===== src/rtl/lsu_pkg.sv =====
// rtl/lsu_pkg.sv - shared types, funct3 codes and access legality helpers for the load/store unit
package lsu_pkg;

    typedef enum logic [1:0] {IDLE, ACCESS, MERGE, RESP} lsu_state_t;

    localparam logic [2:0] F3_B  = 3'd0;
    localparam logic [2:0] F3_H  = 3'd1;
    localparam logic [2:0] F3_W  = 3'd2;
    localparam logic [2:0] F3_BU = 3'd4;
    localparam logic [2:0] F3_HU = 3'd5;

    function automatic logic f3_illegal(input logic we, input logic [2:0] f3);
        if (we)
            return (f3 != F3_B) && (f3 != F3_H) && (f3 != F3_W);
        return (f3 == 3'd3) || (f3 == 3'd6) || (f3 == 3'd7);
    endfunction

    function automatic logic misaligned(input logic [2:0] f3, input logic [1:0] lane);
        return (((f3 == F3_H) || (f3 == F3_HU)) && lane[0]) ||
               ((f3 == F3_W) && (lane != 2'b00));
    endfunction

endpackage


===== src/rtl/load_store_unit_if.sv =====
// rtl/load_store_unit_if.sv - request, response and data-memory signals of the load/store unit
interface load_store_unit_if #(
    parameter int ADDR_WIDTH = 32,
    parameter int DAT_WIDTH  = 32
);
    logic                  req_valid;
    logic                  req_ready;
    logic                  req_we;
    logic [2:0]            req_funct3;
    logic [ADDR_WIDTH-1:0] req_addr;
    logic [DAT_WIDTH-1:0]  req_wdata;
    logic                  resp_valid;
    logic [DAT_WIDTH-1:0]  resp_rdata;
    logic                  resp_err;
    logic [ADDR_WIDTH-1:0] mem_addr;
    logic [DAT_WIDTH-1:0]  mem_wdata;
    logic                  mem_we;
    logic                  mem_re;
    logic [DAT_WIDTH-1:0]  mem_rdata;

    modport slave (
        input  req_valid, req_we, req_funct3, req_addr, req_wdata, mem_rdata,
        output req_ready, resp_valid, resp_rdata, resp_err,
               mem_addr, mem_wdata, mem_we, mem_re
    );

    modport master (
        output req_valid, req_we, req_funct3, req_addr, req_wdata, mem_rdata,
        input  req_ready, resp_valid, resp_rdata, resp_err,
               mem_addr, mem_wdata, mem_we, mem_re
    );
endinterface


===== src/rtl/lsu_align.sv =====
// rtl/lsu_align.sv - lane extraction with sign/zero extension and sub-word store merge
module lsu_align
    import lsu_pkg::*;
(
    input  logic [2:0]  funct3,
    input  logic [1:0]  lane,
    input  logic [31:0] old_word,
    input  logic [31:0] store_data,
    output logic [31:0] load_val,
    output logic [31:0] merged
);
    logic [7:0]  byte_sel;
    logic [15:0] half_sel;

    assign byte_sel = old_word[{lane, 3'b000} +: 8];
    assign half_sel = old_word[{lane[1], 4'b0000} +: 16];

    always_comb begin
        load_val = old_word;
        merged   = old_word;
        case (funct3)
            F3_B: begin
                load_val = {{24{byte_sel[7]}}, byte_sel};
                merged[{lane, 3'b000} +: 8] = store_data[7:0];
            end
            F3_BU: load_val = {24'h0, byte_sel};
            F3_H: begin
                load_val = {{16{half_sel[15]}}, half_sel};
                merged[{lane[1], 4'b0000} +: 16] = store_data[15:0];
            end
            F3_HU: load_val = {16'h0, half_sel};
            default: merged = store_data;
        endcase
    end
endmodule


===== src/rtl/load_store_unit.sv =====
// rtl/load_store_unit.sv - MEM-stage load/store unit with read-modify-write for sub-word stores
module load_store_unit
    import lsu_pkg::*;
#(
    parameter int ADDR_WIDTH = 32,
    parameter int DAT_WIDTH  = 32,
    parameter int MEM_WORDS  = 64
) (
    input  logic             clk,
    input  logic             rst,
    load_store_unit_if.slave bus
);
    localparam logic [ADDR_WIDTH-1:0] MEM_WORDS_W = ADDR_WIDTH'(MEM_WORDS);

    lsu_state_t            state, state_nxt;
    logic                  we_q;
    logic [2:0]            f3_q;
    logic [ADDR_WIDTH-1:0] addr_q;
    logic [DAT_WIDTH-1:0]  wdata_q, old_q, rdata_q;
    logic                  err_q;
    logic                  accept, req_err, is_sw;
    logic [DAT_WIDTH-1:0]  align_old, load_val, merged;

    assign accept  = bus.req_valid && bus.req_ready;
    assign req_err = f3_illegal(bus.req_we, bus.req_funct3) ||
                     misaligned(bus.req_funct3, bus.req_addr[1:0]) ||
                     ((bus.req_addr >> 2) >= MEM_WORDS_W);
    assign is_sw   = we_q && (f3_q == F3_W);

    // MERGE has no live read, so the merge works on the word captured in ACCESS
    assign align_old = (state == MERGE) ? old_q : bus.mem_rdata;

    lsu_align u_align (
        .funct3     (f3_q),
        .lane       (addr_q[1:0]),
        .old_word   (align_old),
        .store_data (wdata_q),
        .load_val   (load_val),
        .merged     (merged)
    );

    always_ff @(posedge clk) begin
        if (rst) state <= IDLE;
        else     state <= state_nxt;
    end

    always_comb begin
        state_nxt = state;
        case (state)
            IDLE:    if (accept) state_nxt = req_err ? RESP : ACCESS;
            ACCESS:  state_nxt = (we_q && !is_sw) ? MERGE : RESP;
            MERGE:   state_nxt = RESP;
            RESP:    state_nxt = IDLE;
            default: state_nxt = IDLE;
        endcase
    end

    always_comb begin
        bus.req_ready  = 1'b0;
        bus.resp_valid = 1'b0;
        bus.mem_we     = 1'b0;
        bus.mem_re     = 1'b0;
        bus.mem_addr   = '0;
        bus.mem_wdata  = '0;
        case (state)
            IDLE:   bus.req_ready = !rst;
            ACCESS: begin
                bus.mem_addr = addr_q >> 2;
                if (is_sw) begin
                    bus.mem_we    = !rst;
                    bus.mem_wdata = wdata_q;
                end else begin
                    bus.mem_re = !rst;
                end
            end
            MERGE: begin
                bus.mem_addr  = addr_q >> 2;
                bus.mem_we    = !rst;
                bus.mem_wdata = merged;
            end
            RESP:    bus.resp_valid = !rst;
            default: ;
        endcase
    end

    always_ff @(posedge clk) begin
        if (rst) begin
            we_q    <= 1'b0;
            f3_q    <= '0;
            addr_q  <= '0;
            wdata_q <= '0;
            old_q   <= '0;
            rdata_q <= '0;
            err_q   <= 1'b0;
        end else begin
            if (accept) begin
                we_q    <= bus.req_we;
                f3_q    <= bus.req_funct3;
                addr_q  <= bus.req_addr;
                wdata_q <= bus.req_wdata;
            end
            if (state == ACCESS) old_q <= bus.mem_rdata;
            // only an IDLE->RESP transition can be a rejected access
            if (state_nxt == RESP) begin
                rdata_q <= (state == ACCESS && !we_q) ? load_val : '0;
                err_q   <= (state == IDLE);
            end
        end
    end

    assign bus.resp_rdata = rdata_q;
    assign bus.resp_err   = err_q;
endmodule


===== src/flat_wrapper.sv =====
// flat-port wrapper written by rule: the top's interface ports become plain ports
module load_store_unit_flat import lsu_pkg::*;
#(
    parameter int ADDR_WIDTH = 32,
    parameter int DAT_WIDTH  = 32,
    parameter int MEM_WORDS  = 64
)
  (clk, rst, bus_req_valid, bus_req_we, bus_req_funct3, bus_req_addr, bus_req_wdata, bus_mem_rdata, bus_req_ready, bus_resp_valid, bus_resp_rdata, bus_resp_err, bus_mem_addr, bus_mem_wdata, bus_mem_we, bus_mem_re);
  load_store_unit_if #(.ADDR_WIDTH(ADDR_WIDTH), .DAT_WIDTH(DAT_WIDTH)) bus_i ();
  input  logic clk;
  input  logic rst;
  input wire logic [$bits(bus_i.req_valid)-1:0] bus_req_valid;
  input wire logic [$bits(bus_i.req_we)-1:0] bus_req_we;
  input wire logic [$bits(bus_i.req_funct3)-1:0] bus_req_funct3;
  input wire logic [$bits(bus_i.req_addr)-1:0] bus_req_addr;
  input wire logic [$bits(bus_i.req_wdata)-1:0] bus_req_wdata;
  input wire logic [$bits(bus_i.mem_rdata)-1:0] bus_mem_rdata;
  output wire logic [$bits(bus_i.req_ready)-1:0] bus_req_ready;
  output wire logic [$bits(bus_i.resp_valid)-1:0] bus_resp_valid;
  output wire logic [$bits(bus_i.resp_rdata)-1:0] bus_resp_rdata;
  output wire logic [$bits(bus_i.resp_err)-1:0] bus_resp_err;
  output wire logic [$bits(bus_i.mem_addr)-1:0] bus_mem_addr;
  output wire logic [$bits(bus_i.mem_wdata)-1:0] bus_mem_wdata;
  output wire logic [$bits(bus_i.mem_we)-1:0] bus_mem_we;
  output wire logic [$bits(bus_i.mem_re)-1:0] bus_mem_re;
  assign bus_i.req_valid = bus_req_valid;
  assign bus_i.req_we = bus_req_we;
  assign bus_i.req_funct3 = bus_req_funct3;
  assign bus_i.req_addr = bus_req_addr;
  assign bus_i.req_wdata = bus_req_wdata;
  assign bus_i.mem_rdata = bus_mem_rdata;
  assign bus_req_ready = bus_i.req_ready;
  assign bus_resp_valid = bus_i.resp_valid;
  assign bus_resp_rdata = bus_i.resp_rdata;
  assign bus_resp_err = bus_i.resp_err;
  assign bus_mem_addr = bus_i.mem_addr;
  assign bus_mem_wdata = bus_i.mem_wdata;
  assign bus_mem_we = bus_i.mem_we;
  assign bus_mem_re = bus_i.mem_re;
  load_store_unit #(.ADDR_WIDTH(ADDR_WIDTH), .DAT_WIDTH(DAT_WIDTH), .MEM_WORDS(MEM_WORDS)) u_core (.clk(clk), .rst(rst), .bus(bus_i));
endmodule

===== config.mk =====
export PLATFORM = sky130hd
export DESIGN_NAME = load_store_unit_flat
export DESIGN_NICKNAME = d
export VERILOG_FILES = /design/src/rtl/lsu_pkg.sv /design/src/rtl/load_store_unit_if.sv /design/src/rtl/lsu_align.sv /design/src/rtl/load_store_unit.sv /design/src/flat_wrapper.sv
export SDC_FILE = /design/constraint.sdc
export NUM_CORES = 1
export LEC_CHECK = 0
export ABC_AREA = 1
export CAP_MARGIN = 40
export CORE_MARGIN = 2
export CORE_UTILIZATION = 53
export DETAILED_ROUTE_END_ITERATION = 10
export PLACE_DENSITY = 0.95
export SLEW_MARGIN = 20
export SYNTH_ARGS = -nofsm -noshare
export SYNTH_HDL_FRONTEND = slang
export SYNTH_SLANG_ARGS = --single-unit

===== constraint.sdc =====
create_clock -name clk -period 4.6 [get_ports clk]
set_input_delay 0.92 -clock clk [delete_from_list [all_inputs] [get_ports clk]]
set_output_delay 0.92 -clock clk [all_outputs]
set_load 0.02 [all_outputs]

==> results of run 1 <==
-- cells by family after synthesis --
group / count (synthesis) / synth area share
buffers and inverters: 209 / 0.107
AOI/OAI and AO/OA: 209 / 0.142
and+or+nand+nor: 729 / 0.384
other: 1 / 0.000488
adders and majority gates: 9 / 0.0147
DFF: 135 / 0.352
-- power breakdown --
group          switching, mW  leakage (nW)  total (mW)  internal [mW]
clock                  0.530         0.296        1.43          0.896
sequential             0.231          1.11        1.79           1.56
combinational           2.02          3.44        3.11           1.09
total                   2.78          4.84        6.33           3.55
-- cell usage after synthesis (all sizes together) --
cell type	count	share of area
nand2	460	0.23
nor2	138	0.070
dfxtp	135	0.35
inv	130	0.064
o21ai	116	0.076
nand3	111	0.072
a21oi	77	0.051
clkbuf	53	0.026
buf	25	0.017
ha	9	0.015
nand4	9	0.0073
nor3	7	0.0052
a22oi	6	0.0059
a32oi	3	0.0034
o2111ai	3	0.0034
a31oi	2	0.0016
and2	2	0.0016
clkinv	1	0.00049
conb	1	0.00049
nand3b	1	0.00098
o211ai	1	0.00098
o22ai	1	0.00082
or2	1	0.00082
-- sequential cells by signal, summed over array words and instances, names as in the netlist --
signal / flops
u_core.addr_q: 32
u_core.we_q: 1
u_core.old_q: 32
u_core.bus.resp_err: 1
u_core.bus.resp_rdata: 32
u_core.f3_q: 3
u_core.wdata_q: 32
u_core.state: 2
-- tightest hold or removal path, delay by kind of cell (launching register included) --
kind,cells,cell delay [ps]
flip-flops,1,310
AND/OR/NAND/NOR,2,110
-- per-layer routing --
metal,part of all wire,wire [um],vias up
met3,0.095,2500,81
met5,0,0,-
met1,0.39,10300,4055
met4,0.040,1050,0
met2,0.47,12400,484
li1,-,-,4400
-- worst min-delay path by stage --
stage / to / slack [ps] / from / depth (start not counted)
after CTS: u_core.wdata_q[30] / 470 / u_core.wdata_q[30] / 2
after global routing: u_core.addr_q[31] / 480 / u_core.addr_q[31] / 2
after floorplan: u_core.we_q / 440 / u_core.we_q / 2
final: u_core.addr_q[18] / 460 / u_core.addr_q[18] / 2
after detailed placement: u_core.wdata_q[30] / 460 / u_core.wdata_q[30] / 2
after global placement: u_core.bus.resp_err / 440 / u_core.bus.resp_err / 2
-- metrics by stage --
| stage | worst slack, ps | hold slack (ps) | instances | utilization |
|---|---|---|---|---|
| after global routing | 224 | 484 | 1650 | 0.741 |
| after global placement | 626 | 436 | 1615 | 0.693 |
| after detailed placement | 606 | 457 | 1616 | 0.694 |
| final | 408 | 463 | 1650 | 0.741 |
| after floorplan | 1270 | 444 | 1293 | - |
| after CTS | 231 | 465 | 1648 | 0.738 |
-- layout make-up --
| type | instances | area, sq um |
|---|---|---|
| multi-input cells | 949 | 4160 |
| fillers | 1108 | 3630 |
| flip-flops and latches | 135 | 2700 |
| repair buffers | 223 | 2210 |
| inverters | 131 | 493 |
| clock buffers | 21 | 470 |
| well taps | 180 | 225 |
| clock inverters | 11 | 145 |
==> flow_metrics.tcl, run 1 <==
set metrics [dict create \
    grtUsageMet1 0.399 \
    cp_common_cell "nand2_1" \
    die_h_um 124 \
    fin_skew_ps 5.04 \
    postPlaceCellArea_sq_mm 0.00975 \
    num_vias 9020 \
    r2r_end "u_core.bus.resp_rdata[15]" \
    path_class "reg2out" \
    cts.root.buffer_cell "clkbuf_16" \
    cts_inserted_buffers 17 \
    ys_ff_latch 135 \
    nets 1569 \
    critPathCapture "bus_mem_wdata[18]" \
    row_count 43 \
    r2r-start "u_core.state[1]" \
    status "completed" \
    clkSlewWorstSetupHoldPaths_ps 60 \
    ir_worst_vdd_mv 0.325 \
    drv_cap 0 \
    finalSetupViolations 0 \
    dp_hpwl_um 18900 \
    wl_per_cell_um 15.9 \
    met2_usage 0.559 \
    busiest_layer "met2" \
    drive_gt1_frac 0.0456 \
    port_buffers 201 \
    crit_family "buffers and inverters" \
    mostFrequentLayoutCells "457 x nand2_1, 201 x clkdlybuf4s50_1, 135 x nor2_1, 135 x dfxtp_1, 125 x inv_1" \
    areaGrowthSynthToFinish_pct 35.5 \
    max-slew-margin-rel 0.511 \
    arrival_ps 3270 \
    max_stage_delay_ps 660 \
    grt_overflow_total 0 \
    final_hold_viol_count 0 \
    grt_use_met3 0.0919 \
    cts_resized 0 \
    drv_slew 0 \
    tightest_slew_ps 726 \
    ctsHoldBuffers 0 \
    gp_congestion 1.02 \
    initial_core_util 0.547 \
    crit_fanout 7 \
    drt_iter0_drc 1127 \
    grt_pass1_wl_um 42100 \
    drc 0 \
    antenna_found_initial 0 \
    slowest_stage "clkdlybuf4s50_1" \
    io_pins 204 \
    start_kind "register" \
    total_power_mw 6.33 \
    dr.pass1.iters 6 \
    reg2reg_setup_slack_ps 1510 \
    post_cts_buffers 0 \
    core-area_sq_mm 0.0140 \
    yosys.cell_types.count 32 \
    netlist_instances 1292 \
    path_cells "inv_1 -> ha_1 -> nand3_1 -> or2_1 -> o21ai_1 -> nand2_1 -> o21ai_0 -> nand2_1 -> a21oi_1 -> clkdlybuf4s50_1" \
    power.density_mw_per_mm2 608 \
    grt_pass1_vias 8432 \
    clock_latency_ps 420 \
    syn_area_per_cell_sq_um 5.94 \
    reg2reg_depth 11 \
    htreeDepth 4 \
    fp.dieArea_sq_mm 0.0155 \
    final_common_cell "nand2_1" \
    diodes 0 \
    ys_seq_area_frac 0.352 \
    crit_start "u_core.addr_q[0]" \
    critical_path_depth 10 \
    max_freq_ghz 0.239 \
    viasPerCell 5.47 \
    p_leak_nw 4.84 \
    required_ps 3680 \
    rsz0062_at_grt "false" \
    numClockSinks 135 \
    grt_max_degree 71 \
    cts_tree "built" \
    fp.dieW_um 124 \
    fin_area_sq_mm 0.0104 \
    yosysWarnings 0 \
    post-route-min-period_ps 4190 \
    period_share 0.911 \
    syn_area_sq_mm 0.00768 \
    clk_path_buf_depth 2 \
    grt_usage 0.334 \
    finalSetupTns_ps 0 \
    ant_nets 0 \
    crit_buf_inv 2 \
    end_kind "primary output" \
    hold_path_class "reg2reg" \
    drt-total-wl_um 26300 \
]
Note: power is estimated with default switching activity, not from simulation.
==> run 2, diff against run 1 <==
--- a/config.mk
+++ b/config.mk
@@ -6,12 +6,14 @@
 export NUM_CORES = 1
 export LEC_CHECK = 0
 export ABC_AREA = 1
+export ABC_CLOCK_PERIOD_IN_PS = 4600
 export CAP_MARGIN = 40
 export CORE_MARGIN = 2
-export CORE_UTILIZATION = 53
+export CORE_UTILIZATION = 56
 export DETAILED_ROUTE_END_ITERATION = 10
 export PLACE_DENSITY = 0.95
 export SLEW_MARGIN = 20
 export SYNTH_ARGS = -nofsm -noshare
 export SYNTH_HDL_FRONTEND = slang
+export SYNTH_HIERARCHICAL = 1
 export SYNTH_SLANG_ARGS = --single-unit
==> run 2 against run 1 <==
  * Clock skew rose by 1.6 ps
  * Sequential cell count did not move
  * Non-clock buffer count fell by 6
  * Synthesized area rose by 17%
  * Critical path depth rose by 4
  * Register-to-register slack got worse by 210 ps
  * Largest power group unchanged
  * Highest routed layer unchanged
==> flow_metrics.tcl, run 2 <==
set metrics [dict create \
    clk_path_buf_depth 2 \
    finalWorstSetupSlack_ps 451 \
    nets 1826 \
    total_power_mw 7.03 \
    dp_hpwl_um 21300 \
    num_vias 10700 \
    arrival_ps 3230 \
    postPlaceCellArea_sq_mm 0.0109 \
    yosys.cell_types.count 30 \
    place_ws_ps 671 \
    layout.cells.non_filler 1943 \
    rsz0062_at_grt "false" \
    fp.dieW_um 131 \
    synth_area_leaders "dfxtp_1 30%, nand2_1 23%, nor2_1 12%, nand3_1 7.9%, o21ai_0 6.2%" \
    netlist_instances 1577 \
    port_buffers 201 \
    grt_pass1_vias 9616 \
    post-route-min-period_ps 4150 \
    r2r-start "u_core/state[1]" \
    diodes 0 \
    dr.pass1.iters 8 \
    drt_iter0_drc 1422 \
    ys_ff_latch 135 \
    netlist.area_leader.share 0.300 \
    cts_inserted_buffers 17 \
    io_pins 204 \
    numClockSinks 135 \
    start_kind "register" \
    drive_gt1_frac 0.0486 \
    htreeDepth 4 \
    max_freq_ghz 0.241 \
    final_hold_viol_count 0 \
    finalSetupViolations 0 \
    fin_area_sq_mm 0.0116 \
    drv_slew 0 \
    gp_congestion 1.03 \
    yosysTopAreaCell "dfxtp_1" \
    cts_resized 0 \
    async_flop_share 0 \
    initial_core_util 0.569 \
    clock_latency_ps 420 \
    post_cts_buffers 0 \
    drc 0 \
    required_ps 3680 \
    core-area_sq_mm 0.0158 \
    ir_worst_vdd_mv 0.344 \
    crit_fanout 41 \
    reg2reg_setup_slack_ps 1300 \
    drv_cap 0 \
    ys_seq_area_frac 0.300 \
    max-slew-margin-rel 0.450 \
    p_leak_nw 5.60 \
    cts_tree "built" \
    fp.dieArea_sq_mm 0.0171 \
    fin_skew_ps 6.64 \
    areaGrowthSynthToFinish_pct 28.6 \
    clkSlewWorstSetupHoldPaths_ps 60 \
    crit_start "u_core/state[0]" \
    grt_usage 0.350 \
    grt_max_degree 83 \
    hp-start "u_core/addr_q[5]" \
    final_common_cell "nand2_1" \
    end_kind "primary output" \
    grt_overflow_total 0 \
    tightest_slew_ps 824 \
    path_class "reg2out" \
    period_share 0.902 \
    row_count 46 \
    synth_most_common_cell "nand2_1" \
    fin_util 0.732 \
    syn_area_per_cell_sq_um 5.71 \
    dp_cells 1911 \
    holdWs_ps 463 \
    grt_pass1_wl_um 47400 \
    status "completed" \
    reg2reg_depth 11 \
    drt-total-wl_um 30600 \
    ant_nets 0 \
    r2r_end "u_core/bus.resp_rdata[19]" \
    power.density_mw_per_mm2 607 \
    antenna_found_initial 0 \
    mostFrequentLayoutCells "542 x nand2_1, 299 x nor2_1, 201 x clkdlybuf4s50_1" \
    holdPathStages 2 \
    finalSetupTns_ps 0 \
    whs_endpoint "u_core/addr_q[5]" \
    synth_common_cells "543 x nand2_1, 300 x nor2_1, 143 x nand3_1" \
    hold_path_class "reg2reg" \
    yosysWarnings 6 \
    die_h_um 131 \
    wl_per_cell_um 15.8 \
    syn_area_sq_mm 0.00901 \
    synth_edf_count 0 \
    viasPerCell 5.52 \
    ys.flop_type "dfxtp_1" \
    cts.root.buffer_cell "clkbuf_16" \
    ctsHoldBuffers 0 \
]
run 2: changes by cell type after synthesis, sizes merged, moves of 3 or more:
cell     previous run  this run
o21ai             116       112
nor2              138       304
nand3             111       153
nand2             460       551
nor3                7         1
nand4               9         1
buf                25        55
o2111ai             3         0
a32oi               3         0
inv               130       139
o211ai              1        11
clkbuf             53        45
a21oi              77        22
a22oi               6        33
run 2: cell families after synthesis:
logic type / after synthesis / share of synthesized area
AO/OA/AOI/OAI: 179 / 0.113
adder cells (fa/ha/maj): 9 / 0.0125
buffers and inverters: 242 / 0.118
flip-flops: 135 / 0.300
other: 1 / 0.000416
AND/OR/NAND/NOR: 1011 / 0.456
run 2: layout make-up:
class / instances / area [sq um]
timing repair buffer: 217 / 2150
multi-input combinational: 1201 / 5260
tap: 216 / 270
clock buffer: 19 / 443
inverter: 142 / 537
clock inverter: 13 / 218
sequential: 135 / 2710
fill: 1289 / 4250
run 2: how the worst max path moves through the flow:
stage	to	slack, ps	cells after the start
floorplan	bus_mem_wdata[14]	1620	14
global placement	bus_mem_wdata[15]	710	12
detailed placement	bus_mem_wdata[11]	670	12
CTS	bus_mem_wdata[31]	490	9
global route	bus_mem_wdata[16]	240	14
finish	bus_mem_wdata[11]	450	14
run 2: report_power, final:
group          total, mW  switching (mW)  internal, mW
clock network       1.54           0.553         0.986
logic               3.65            2.42          1.22
registers           1.85           0.284          1.56
total               7.03            3.26          3.77
run 2: critical path: stages (launching register included):
cell             delay [ps]
dfxtp_1                 330
inv_1                   110
ha_2                    210
buf_4                   400
nand2_1                 100
nand2_1                 240
inv_1                   100
nand2_1                  80
o21ai_0                 100
nor2_1                  130
nor2_1                   50
nand3_1                  70
a22oi_1                  90
nor2_1                  130
clkdlybuf4s50_1         620
run 2: per-layer routing:
metal,track usage,part of all wire,vias up
met5,0,0,-
met4,0.186,0.046,0
li1,-,-,5190
met2,0.574,0.46,626
met3,0.0814,0.10,132
met1,0.427,0.39,4780
